===== src/rtl/game_pkg.sv =====
// Shared definitions for the bomb-game flow sequencer: state encodings,
// fixed status-display strings and ASCII helpers.
package game_pkg;

    localparam logic [2:0] ST_WAITING = 3'b000;
    localparam logic [2:0] ST_SETUP   = 3'b001;
    localparam logic [2:0] ST_PLAYING = 3'b100;
    localparam logic [2:0] ST_WON     = 3'b010;
    localparam logic [2:0] ST_LOST    = 3'b011;

    // Each string is exactly 16 characters; the first character sits in the MSBs.
    localparam logic [127:0] STR_WAITING = " Want to play?  ";
    localparam logic [127:0] STR_SETUP   = " set up the bomb";
    localparam logic [127:0] STR_WON     = "  game won!! :) ";
    localparam logic [127:0] STR_LOST    = "  game lost :(  ";

    function automatic logic [7:0] digit_ascii(input logic [3:0] digit);
        return 8'h30 + {4'h0, digit};
    endfunction

endpackage


===== src/rtl/rise_detect.sv =====
// Rising-edge detector for a debounced level: one cycle high when the level
// goes from 0 to 1 relative to the previous cycle.
module rise_detect (
    input  logic clock,
    input  logic reset,
    input  logic level,
    output logic rise
);

    logic level_d;

    // NOTE: sequential state always uses non-blocking assignments so every
    // register samples the pre-edge values of the others.
    always_ff @(posedge clock) begin
        if (reset) begin
            level_d <= 1'b0;
        end else begin
            level_d <= level;
        end
    end

    assign rise = level & ~level_d;

endmodule


===== src/rtl/game_flow_ctrl.sv =====
// Bomb-game flow sequencer: waiting -> setup -> playing -> won/lost, with a
// saturating strike counter, sticky solved mask and registered status text.
module game_flow_ctrl
    import game_pkg::*;
#(
    parameter int NUM_MODULES = 4,
    parameter int MAX_STRIKES = 3,
    parameter int STRIKE_W    = $clog2(MAX_STRIKES + 1)
) (
    input  logic                   clock,
    input  logic                   reset,
    input  logic                   start_game,
    input  logic                   setup_complete,
    input  logic [NUM_MODULES-1:0] module_solved,
    input  logic [NUM_MODULES-1:0] strike,
    input  logic                   timer_expired,
    input  logic [23:0]            ascii_timer,
    output logic                   begin_setup,
    output logic                   begin_timer,
    output logic                   enable,
    output logic                   explode,
    output logic [2:0]             state,
    output logic [STRIKE_W-1:0]    strikes,
    output logic [NUM_MODULES-1:0] solved_mask,
    output logic [127:0]           string_data
);

    logic                   start_rise;
    logic                   setup_rise;
    logic [2:0]             state_nx;
    logic [STRIKE_W-1:0]    strikes_nx;
    logic [STRIKE_W-1:0]    strikes_play;
    logic [NUM_MODULES-1:0] solved_nx;
    logic [NUM_MODULES-1:0] solved_play;
    logic [3:0]             strike_hits;
    logic [4:0]             strike_sum;
    logic [127:0]           string_nx;

    rise_detect u_start_rise (
        .clock (clock),
        .reset (reset),
        .level (start_game),
        .rise  (start_rise)
    );

    rise_detect u_setup_rise (
        .clock (clock),
        .reset (reset),
        .level (setup_complete),
        .rise  (setup_rise)
    );

    // Strike count this cycle would reach if we are playing; saturates at the limit.
    always_comb begin
        // NOTE: every combinational output gets a default before any branch,
        // so no path leaves a value unassigned and no latch is inferred.
        strike_hits = '0;
        for (int i = 0; i < NUM_MODULES; i++) begin
            strike_hits = strike_hits + {3'b000, strike[i]};
        end
        strike_sum   = 5'(strikes) + {1'b0, strike_hits};
        strikes_play = (strike_sum >= 5'(MAX_STRIKES)) ? STRIKE_W'(MAX_STRIKES)
                                                       : STRIKE_W'(strike_sum);
        solved_play  = solved_mask | module_solved;
    end

    always_comb begin
        state_nx   = state;
        strikes_nx = strikes;
        solved_nx  = solved_mask;
        case (state)
            ST_WAITING, ST_WON, ST_LOST: begin
                if (start_rise) begin
                    state_nx   = ST_SETUP;
                    strikes_nx = '0;
                    solved_nx  = '0;
                end
            end
            ST_SETUP: begin
                if (setup_rise) begin
                    state_nx = ST_PLAYING;
                end
            end
            ST_PLAYING: begin
                strikes_nx = strikes_play;
                solved_nx  = solved_play;
                // Loss is checked first so it wins over a same-cycle full solve.
                if (strikes_play == STRIKE_W'(MAX_STRIKES) || timer_expired) begin
                    state_nx = ST_LOST;
                end else if (&solved_play) begin
                    state_nx = ST_WON;
                end
            end
            default: state_nx = ST_WAITING;
        endcase
    end

    // Text is built from next-cycle values so it lands together with the state.
    always_comb begin
        string_nx = STR_WAITING;
        case (state_nx)
            ST_SETUP:   string_nx = STR_SETUP;
            ST_WON:     string_nx = STR_WON;
            ST_LOST:    string_nx = STR_LOST;
            ST_PLAYING: string_nx = {"T-", ascii_timer[23:16], ":", ascii_timer[15:0],
                                     " STRK ", digit_ascii(4'(strikes_nx)), "/",
                                     digit_ascii(4'(MAX_STRIKES)), " "};
            default:    string_nx = STR_WAITING;
        endcase
    end

    always_ff @(posedge clock) begin
        if (reset) begin
            state       <= ST_WAITING;
            strikes     <= '0;
            solved_mask <= '0;
            begin_setup <= 1'b0;
            begin_timer <= 1'b0;
            enable      <= 1'b0;
            explode     <= 1'b0;
            string_data <= STR_WAITING;
        end else begin
            state       <= state_nx;
            strikes     <= strikes_nx;
            solved_mask <= solved_nx;
            begin_setup <= (state_nx == ST_SETUP)   && (state != ST_SETUP);
            begin_timer <= (state_nx == ST_PLAYING) && (state != ST_PLAYING);
            enable      <= (state_nx == ST_PLAYING);
            explode     <= (state_nx == ST_LOST)    && (state != ST_LOST);
            string_data <= string_nx;
        end
    end

endmodule


===== config.mk =====
export PLATFORM = sky130hd
export DESIGN_NAME = game_flow_ctrl
export DESIGN_NICKNAME = d
export VERILOG_FILES = /design/src/rtl/game_pkg.sv /design/src/rtl/rise_detect.sv /design/src/rtl/game_flow_ctrl.sv
export SDC_FILE = /design/constraint.sdc
export NUM_CORES = 1
export LEC_CHECK = 0
export BUFFER_PORTS_ARGS = -buffer_cell sky130_fd_sc_hd__buf_2
export CORE_ASPECT_RATIO = 1.75
export CORE_MARGIN = 2
export CORE_UTILIZATION = 35
export CTS_CLUSTER_SIZE = 24
export DETAILED_ROUTE_END_ITERATION = 8
export GPL_TIMING_DRIVEN = 0
export PLACE_DENSITY = 0.68
export SLEW_MARGIN = 20
export SYNTH_ARGS = -nofsm -noshare
export SYNTH_HDL_FRONTEND = slang
export SYNTH_HIERARCHICAL = 1
export SYNTH_SLANG_ARGS = --single-unit

===== constraint.sdc =====
create_clock -name clock -period 4.61 [get_ports clock]
set_clock_uncertainty 0.15 [all_clocks]
set_input_delay 0.922 -clock clock [delete_from_list [all_inputs] [get_ports clock]]
set_output_delay 0.922 -clock clock [all_outputs]
set_load 0.02 [all_outputs]

==> flow_metrics.py, run 1 <==
metrics = {
    "global_route": {
        "grt_overflow": 0,
        "grt_antenna_before_repair": 0,
        "grt_max_degree": 11,
        "grt_pass1_wl_microns": 9490,
        "grt_usage": 0.144,
        "grt_pass1_vias": 2103,
    },
    "logic_synthesis": {
        "yosys_warnings": 6,
        "synth_cells": 271,
        "yosys.area_share.xor_xnor": 0,
        "synth_seq_cells": 66,
        "synthSimpleGateAreaFrac": 0.126,
        "synthMuxAreaShare": 0,
        "yosysSeqAreaShare": 0.482,
        "yosysUniqueCellTypes": 41,
        "synth_top_family_by_area": "buffers and inverters",
        "synth-compound-area-share": 0.116,
        "syn_area_sq_um": 2740,
        "synth_adder_area_share": 0.0219,
        "synth_area_per_cell_sq_um": 10.1,
    },
    "worst_setup_path": {
        "r2r-start": "strikes[0]$_SDFF_PP0_",
        "reg2reg_depth": 11,
        "cp_max_fo": 10,
        "r2r-end": "string_data[68]$_SDFF_PP0_",
        "crit_arrival_ns": 3.67,
        "crit_type": "input port to flip-flop",
        "critical_path.slowest_cell": "fa_1",
        "ff2ff_setup_slack_ns": 1.83,
        "cp.required_ns": 4.67,
        "worstSetupEndpointType": "flip-flop",
        "crit_buf_inv": 6,
        "cp-start-kind": "input port",
        "crit_family": "adder cells",
        "worstPathCellList": "buf_2 -> fa_1 -> inv_1 -> fa_1 -> inv_1 -> fa_1 -> inv_1 -> o221ai_1 -> a22oi_4 -> or2_4 -> inv_2 -> buf_6 -> a21o_1",
        "slowest_delay_ns": 0.52,
    },
    "clock_network": {
        "cts_buffer_depth": 2,
        "cts_tree": "done",
        "htreeDepth": 3,
        "postCtsSetupBuffers": 0,
        "clk_pin_slew_ns": 0.05,
        "ctsHoldBuffers": 0,
        "ctsResizeCount": 0,
        "root_buffer": "clkbuf_16",
        "clock_sinks": 66,
        "clkLatencyLatePin_ns": 0.32,
        "cts_made_buffers": 9,
    },
    "route": {
        "drc_errors": 0,
        "finalWirelength_microns": 6300,
        "first_pass_iters": 4,
        "vias": 2263,
        "ant_nets": 0,
        "drt_iter0_drc": 57,
        "wire_per_inst_microns": 11.5,
        "via_per_inst": 4.12,
    },
    "run": {
        "drv_cap": 0,
    },
    "final_layout": {
        "multiInputGateArea_sq_um": 862,
        "n_antenna_cell": 0,
        "drive_gt1_frac": 0.551,
        "utilization": 0.525,
        "final_common_cell": "buf_2",
        "regArea_sq_um": 1320,
        "nNetsFinal": 497,
        "syn_to_final_growth_pct": 45.0,
        "final_cell_mix": "buf_2, buf_4, dfxtp_1, conb_1, nor2_1",
        "final.fill_count": 729,
    },
    "floorplanning": {
        "core_area_sq_um": 7570,
        "fp.dieW_microns": 70.9,
        "rows": 42,
        "start_util": 0.362,
        "die_h_microns": 121,
        "io-pin-count": 178,
        "dieArea_sq_um": 8580,
    },
    "timing": {
        "period_share": 0.782,
        "holdWs_ns": 0.390,
        "rsz0062_at_grt": "no",
        "period_needed_ns": 3.60,
        "final-hold-violation-count": 0,
        "fin_ws_ns": 1.01,
        "timing.fmax_mhz": 278,
        "slew_viol_final": 0,
        "setup_viol": 0,
        "fin_setup_tns_ns": 0,
    },
    "place": {
        "gp_congestion": 0.823,
        "pre_cts_slack_ns": 0.650,
        "dp_hpwl_microns": 5220,
        "port_buffers": 140,
    },
    "worst_hold_path": {
        "hold_end": "solved_mask[1]$_SDFFE_PP0P_",
        "worstHoldStart": "solved_mask[1]$_SDFFE_PP0P_",
        "hold_path_depth": 2,
        "min_path_type": "flip-flop to flip-flop",
    },
    "pwr": {
        "p_per_area_nw_per_um2": 404,
        "p_leak_nw": 2.20,
        "ir_drop_v": 0.000176,
    },
    "outcome": {
        "status": "completed",
    },
}
## through the flow
stage                     cell area [sq um]  cells  power, W
after floorplan                        2870    306  0.000883
after global placement                 3680    534  0.000978
after detailed placement               3680    534  0.000984
after CTS                              3980    549   0.00163
after global routing                   3980    549   0.00169
final                                  3980    549   0.00161
## how the worst max path moves through the flow
stage | start | end | slack [ns] | cells past startpoint
2_1_floorplan | strike[0] | string_data[68]$_SDFF_PP0_ | 1.02 | 12
3_3_place_gp | strike[0] | string_data[68]$_SDFF_PP0_ | 0.65 | 13
3_5_place_dp | strike[0] | string_data[85]$_SDFF_PP1_ | 0.65 | 11
4_1_cts | strike[0] | string_data[85]$_SDFF_PP1_ | 0.99 | 11
5_1_grt | strike[0] | string_data[93]$_SDFF_PP1_ | 0.89 | 11
6_report | strike[0] | string_data[68]$_SDFF_PP0_ | 1.01 | 13
## flip-flops by register name, indices dropped and copies added, names as in the netlist
name,count
string_data,51
solved_mask,4
state,3
strikes,2
begin_setup,1
begin_timer,1
enable,1
explode,1
u_setup_rise/level_d,1
u_start_rise/level_d,1
## layout make-up
cell class,count,area share
tap,88,0.0277
clock buffer,14,0.0715
multi-input combinational,139,0.217
clock inverter,1,0.00189
buffer,85,0.158
inverter,16,0.0151
sequential,66,0.332
timing repair buffer,140,0.176
## cell usage after synthesis (all sizes together)
cell     n  area [sq um]
inv     16          60.1
clkbuf   3          11.3
a21o    10          75.1
a21oi    6          41.3
fa       3          60.1
nor2b    6          67.6
o21a     1          7.51
nand2    9          36.3
a21boi   1          7.51
dfxtp   66          1320
nor2    20          82.6
or3      5          31.3
nand2b   3          18.8
buf     82           618
a211oi   2          20.0
conb     2          7.51
o21ai    7          35.0
a211o    1          8.76
o221ai   2          23.8
a22oi    6          58.8
or2      1          8.76
and3     1          6.26
nor3b    2          26.3
nand3    1          5.00
o22ai    2          12.5
o31ai    2          20.0
and2    10          62.6
o211ai   1          7.51
## routing by layer
layer	vias to the layer above	share of wire	global-route usage
li1	1124	-	-
met1	1011	0.32	0.127
met2	116	0.56	0.273
met3	12	0.090	0.0548
met4	0	0.024	0.0719
met5	-	0	0
## logic make-up (layout without fill, tap and decap cells)
kind of cell | count (synthesis) | count (layout)
AOI/OAI and AO/OA | 41 | 41
adders and majority gates | 3 | 3
other | 2 | 37
and+or+nand+nor | 58 | 58
buffers and inverters | 101 | 256
DFF | 66 | 66
## power breakdown
part | internal [W] | leakage [nW] | total [W] | switching (W)
Combinational | 0.000141 | 1.52 | 0.000341 | 0.000200
Sequential | 0.000610 | 0.541 | 0.000628 | 0.0000186
Clock | 0.000419 | 0.141 | 0.000639 | 0.000220
## worst min-delay path, cell delays in order (launching register included)
cell     delay [ns]
dfxtp_1        0.35
a22oi_1        0.08
nor2_1         0.08
Power figures use the tool's default switching activity.
==> inputs of run 2 (changes only) <==
- PLACE_DENSITY: 0.68 -> 0.71
- clock period: 4.61 -> 3.1 ns (I/O delays scaled with it)
==> run 2 against run 1 <==
  * Routed wire length increased by 3.4%
  * Critical path type unchanged
  * First-iteration DRC count decreased by 11%
  * Worst hold slack got worse by 0.060 ns
  * Critical path depth decreased by 2
  * Via count increased by 0.27%
  * Die area unchanged
  * Largest power group unchanged
  * Register-to-register slack got worse by 1.3 ns
  * Sequential power increased by 49%
  * Combinational power increased by 61%
  * Worst setup slack got worse by 0.95 ns
  * Core utilization increased by 2.8 points
  * Design area increased by 5.3%
  * Largest cell class unchanged
==> flow_metrics.py, run 2 (synthesis gave the netlist of run 1 again) <==
metrics = {
    "pwr": {
        "finalPower_w": 0.00247,
        "p_leak_nw": 2.27,
        "p_comb_frac": 0.222,
        "p_int_w": 0.00178,
        "clkPwrFrac": 0.400,
        "p_per_area_nw_per_um2": 590,
        "p_switching_w": 0.000688,
        "swShare": 0.279,
        "seq_power_share": 0.378,
        "ir_drop_v": 0.000277,
    },
    "clock_network": {
        "clkLatencyLatePin_ns": 0.32,
        "clk_pin_slew_ns": 0.05,
        "htreeDepth": 3,
        "root_buffer": "clkbuf_16",
        "cts_buffer_depth": 2,
        "cts_made_buffers": 9,
        "ctsHoldBuffers": 0,
        "cts_tree": "done",
        "clock_sinks": 66,
    },
    "global_route": {
        "grt_max_degree": 12,
        "grt_pass1_wl_microns": 9450,
        "grt_overflow": 0,
        "grt_usage": 0.145,
        "grt_antenna_before_repair": 0,
        "grt_pass1_vias": 2007,
    },
    "final_layout": {
        "nNetsFinal": 508,
        "fin_area_sq_um": 4190,
        "top_regs": "string_data: 51 flops, solved_mask: 4 flops, state: 3 flops",
        "syn_to_final_growth_pct": 52.7,
        "utilization": 0.553,
        "final_cell_mix": "buf_2, buf_4, dfxtp_1, conb_1, nor2_1",
        "final_common_cell": "buf_2",
        "largest_register_ffs": 51,
        "top_register": "string_data",
        "n_antenna_cell": 0,
        "drive_gt1_frac": 0.581,
    },
    "route": {
        "ant_nets": 0,
        "wire_per_inst_microns": 11.6,
        "first_pass_iters": 4,
        "drc_errors": 0,
        "finalWirelength_microns": 6510,
        "vias": 2269,
        "via_per_inst": 4.04,
        "drt_iter0_drc": 51,
    },
    "worst_setup_path": {
        "worstSetupEndpointType": "flip-flop",
        "cp-start-kind": "input port",
        "cp_max_fo": 10,
        "cp.required_ns": 3.15,
        "crit_type": "input port to flip-flop",
        "critical_path.slowest_cell": "fa_1",
        "worstPathCellList": "buf_6 -> fa_1 -> inv_1 -> fa_2 -> inv_2 -> fa_2 -> inv_2 -> o221ai_4 -> o21a_2 -> clkbuf_8 -> or3_1",
        "crit_arrival_ns": 3.10,
        "slowest_delay_ns": 0.52,
    },
    "timing": {
        "setup_viol": 0,
        "tightest_slew_ns": 0.531,
        "slew_headroom": 0.646,
        "timing.fmax_mhz": 328,
        "fin_setup_tns_ns": 0,
        "final-hold-violation-count": 0,
        "period_needed_ns": 3.05,
        "period_share": 0.983,
        "rsz0062_at_grt": "yes",
        "slew_viol_final": 0,
    },
    "floorplanning": {
        "fp.dieW_microns": 70.9,
        "rows": 42,
        "core_area_sq_um": 7570,
        "start_util": 0.362,
        "die_h_microns": 121,
        "io-pin-count": 178,
        "dieArea_sq_um": 8580,
    },
    "run": {
        "drv_cap": 0,
    },
    "place": {
        "port_buffers": 140,
        "gp_congestion": 0.822,
        "dp_hpwl_microns": 5110,
        "placed_cell_area_sq_um": 3720,
    },
    "worst_hold_path": {
        "min_path_type": "input port to flip-flop",
    },
    "outcome": {
        "status": "completed",
    },
}
-- run 2: changes by cell type in the layout (fill, tap and decap cells not counted), sizes merged --
| cell | delta |
|---|---|
| buf | +10 |
| clkinv | +4 |
| clkbuf | -2 |
| bufinv | +1 |
| clkinvlp | -1 |
-- run 2: worst max-delay path, delay by kind of cell --
family                   cells  cell delay, ns
AND/OR/NAND/NOR              1            0.31
AO/OA/AOI/OAI                2            0.40
adder cells (fa/ha/maj)      3            1.31
buffers and inverters        5            0.46
-- run 2: through the flow --
step | cells | hold WS, ns | worst slack [ns]
after floorplan | 306 | 0.367 | -0.122
after global placement | 534 | 0.360 | -0.449
after detailed placement | 534 | 0.369 | -0.487
after CTS | 556 | 0.319 | 0.00162
after global routing | 561 | 0.327 | -0.0137
final | 561 | 0.329 | 0.0516
-- run 2: layout make-up --
type                            count  area (sq um)
Clock inverter                      5          53.8
Fill cell                         670          3380
Tap cell                           88           110
Timing Repair Buffer              151           811
Multi-Input combinational cell    139           923
Inverter                           16          67.6
Buffer                             85           656
Sequential cell                    66          1320
Clock buffer                       11           243
-- run 2: worst paths after layout --
kind,start,end,slack (ns),cells past startpoint
max reg2reg,strikes[0]$_SDFF_PP0_,string_data[109]$_SDFF_PP1_,0.57,9
min reg2reg,solved_mask[1]$_SDFFE_PP0P_,solved_mask[1]$_SDFFE_PP0P_,0.38,2
max,strike[0],string_data[109]$_SDFF_PP1_,0.05,11
min,ascii_timer[16],string_data[104]$_SDFF_PP1_,0.33,2
-- run 2: what timing repair did --
item | 4_1_cts | 5_1_grt
gates cloned | 0 | 1
setup endpoints to repair | 31 | 33
setup buffers | 6 | 5
resized for setup | 5 | 11
pin swaps | 7 | 5
-- run 2: power groups by stage --
stage | clock network [W] | registers [W] | logic (W)
floorplan | 0 | 0.00102 | 0.000303
global placement | 0 | 0.000949 | 0.000514
detailed placement | 0 | 0.000951 | 0.000520
CTS | 0.000999 | 0.000934 | 0.000535
global route | 0.00105 | 0.000940 | 0.000588
finish | 0.000987 | 0.000933 | 0.000548
-- run 2: metal layers --
metal  wire length [microns]  track usage  up-vias
met4                     132       0.0767        0
li1                        -            -     1144
met2                    3700        0.275      113
met1                    2090        0.132     1004
met3                     586       0.0498        8
met5                       0            0        -
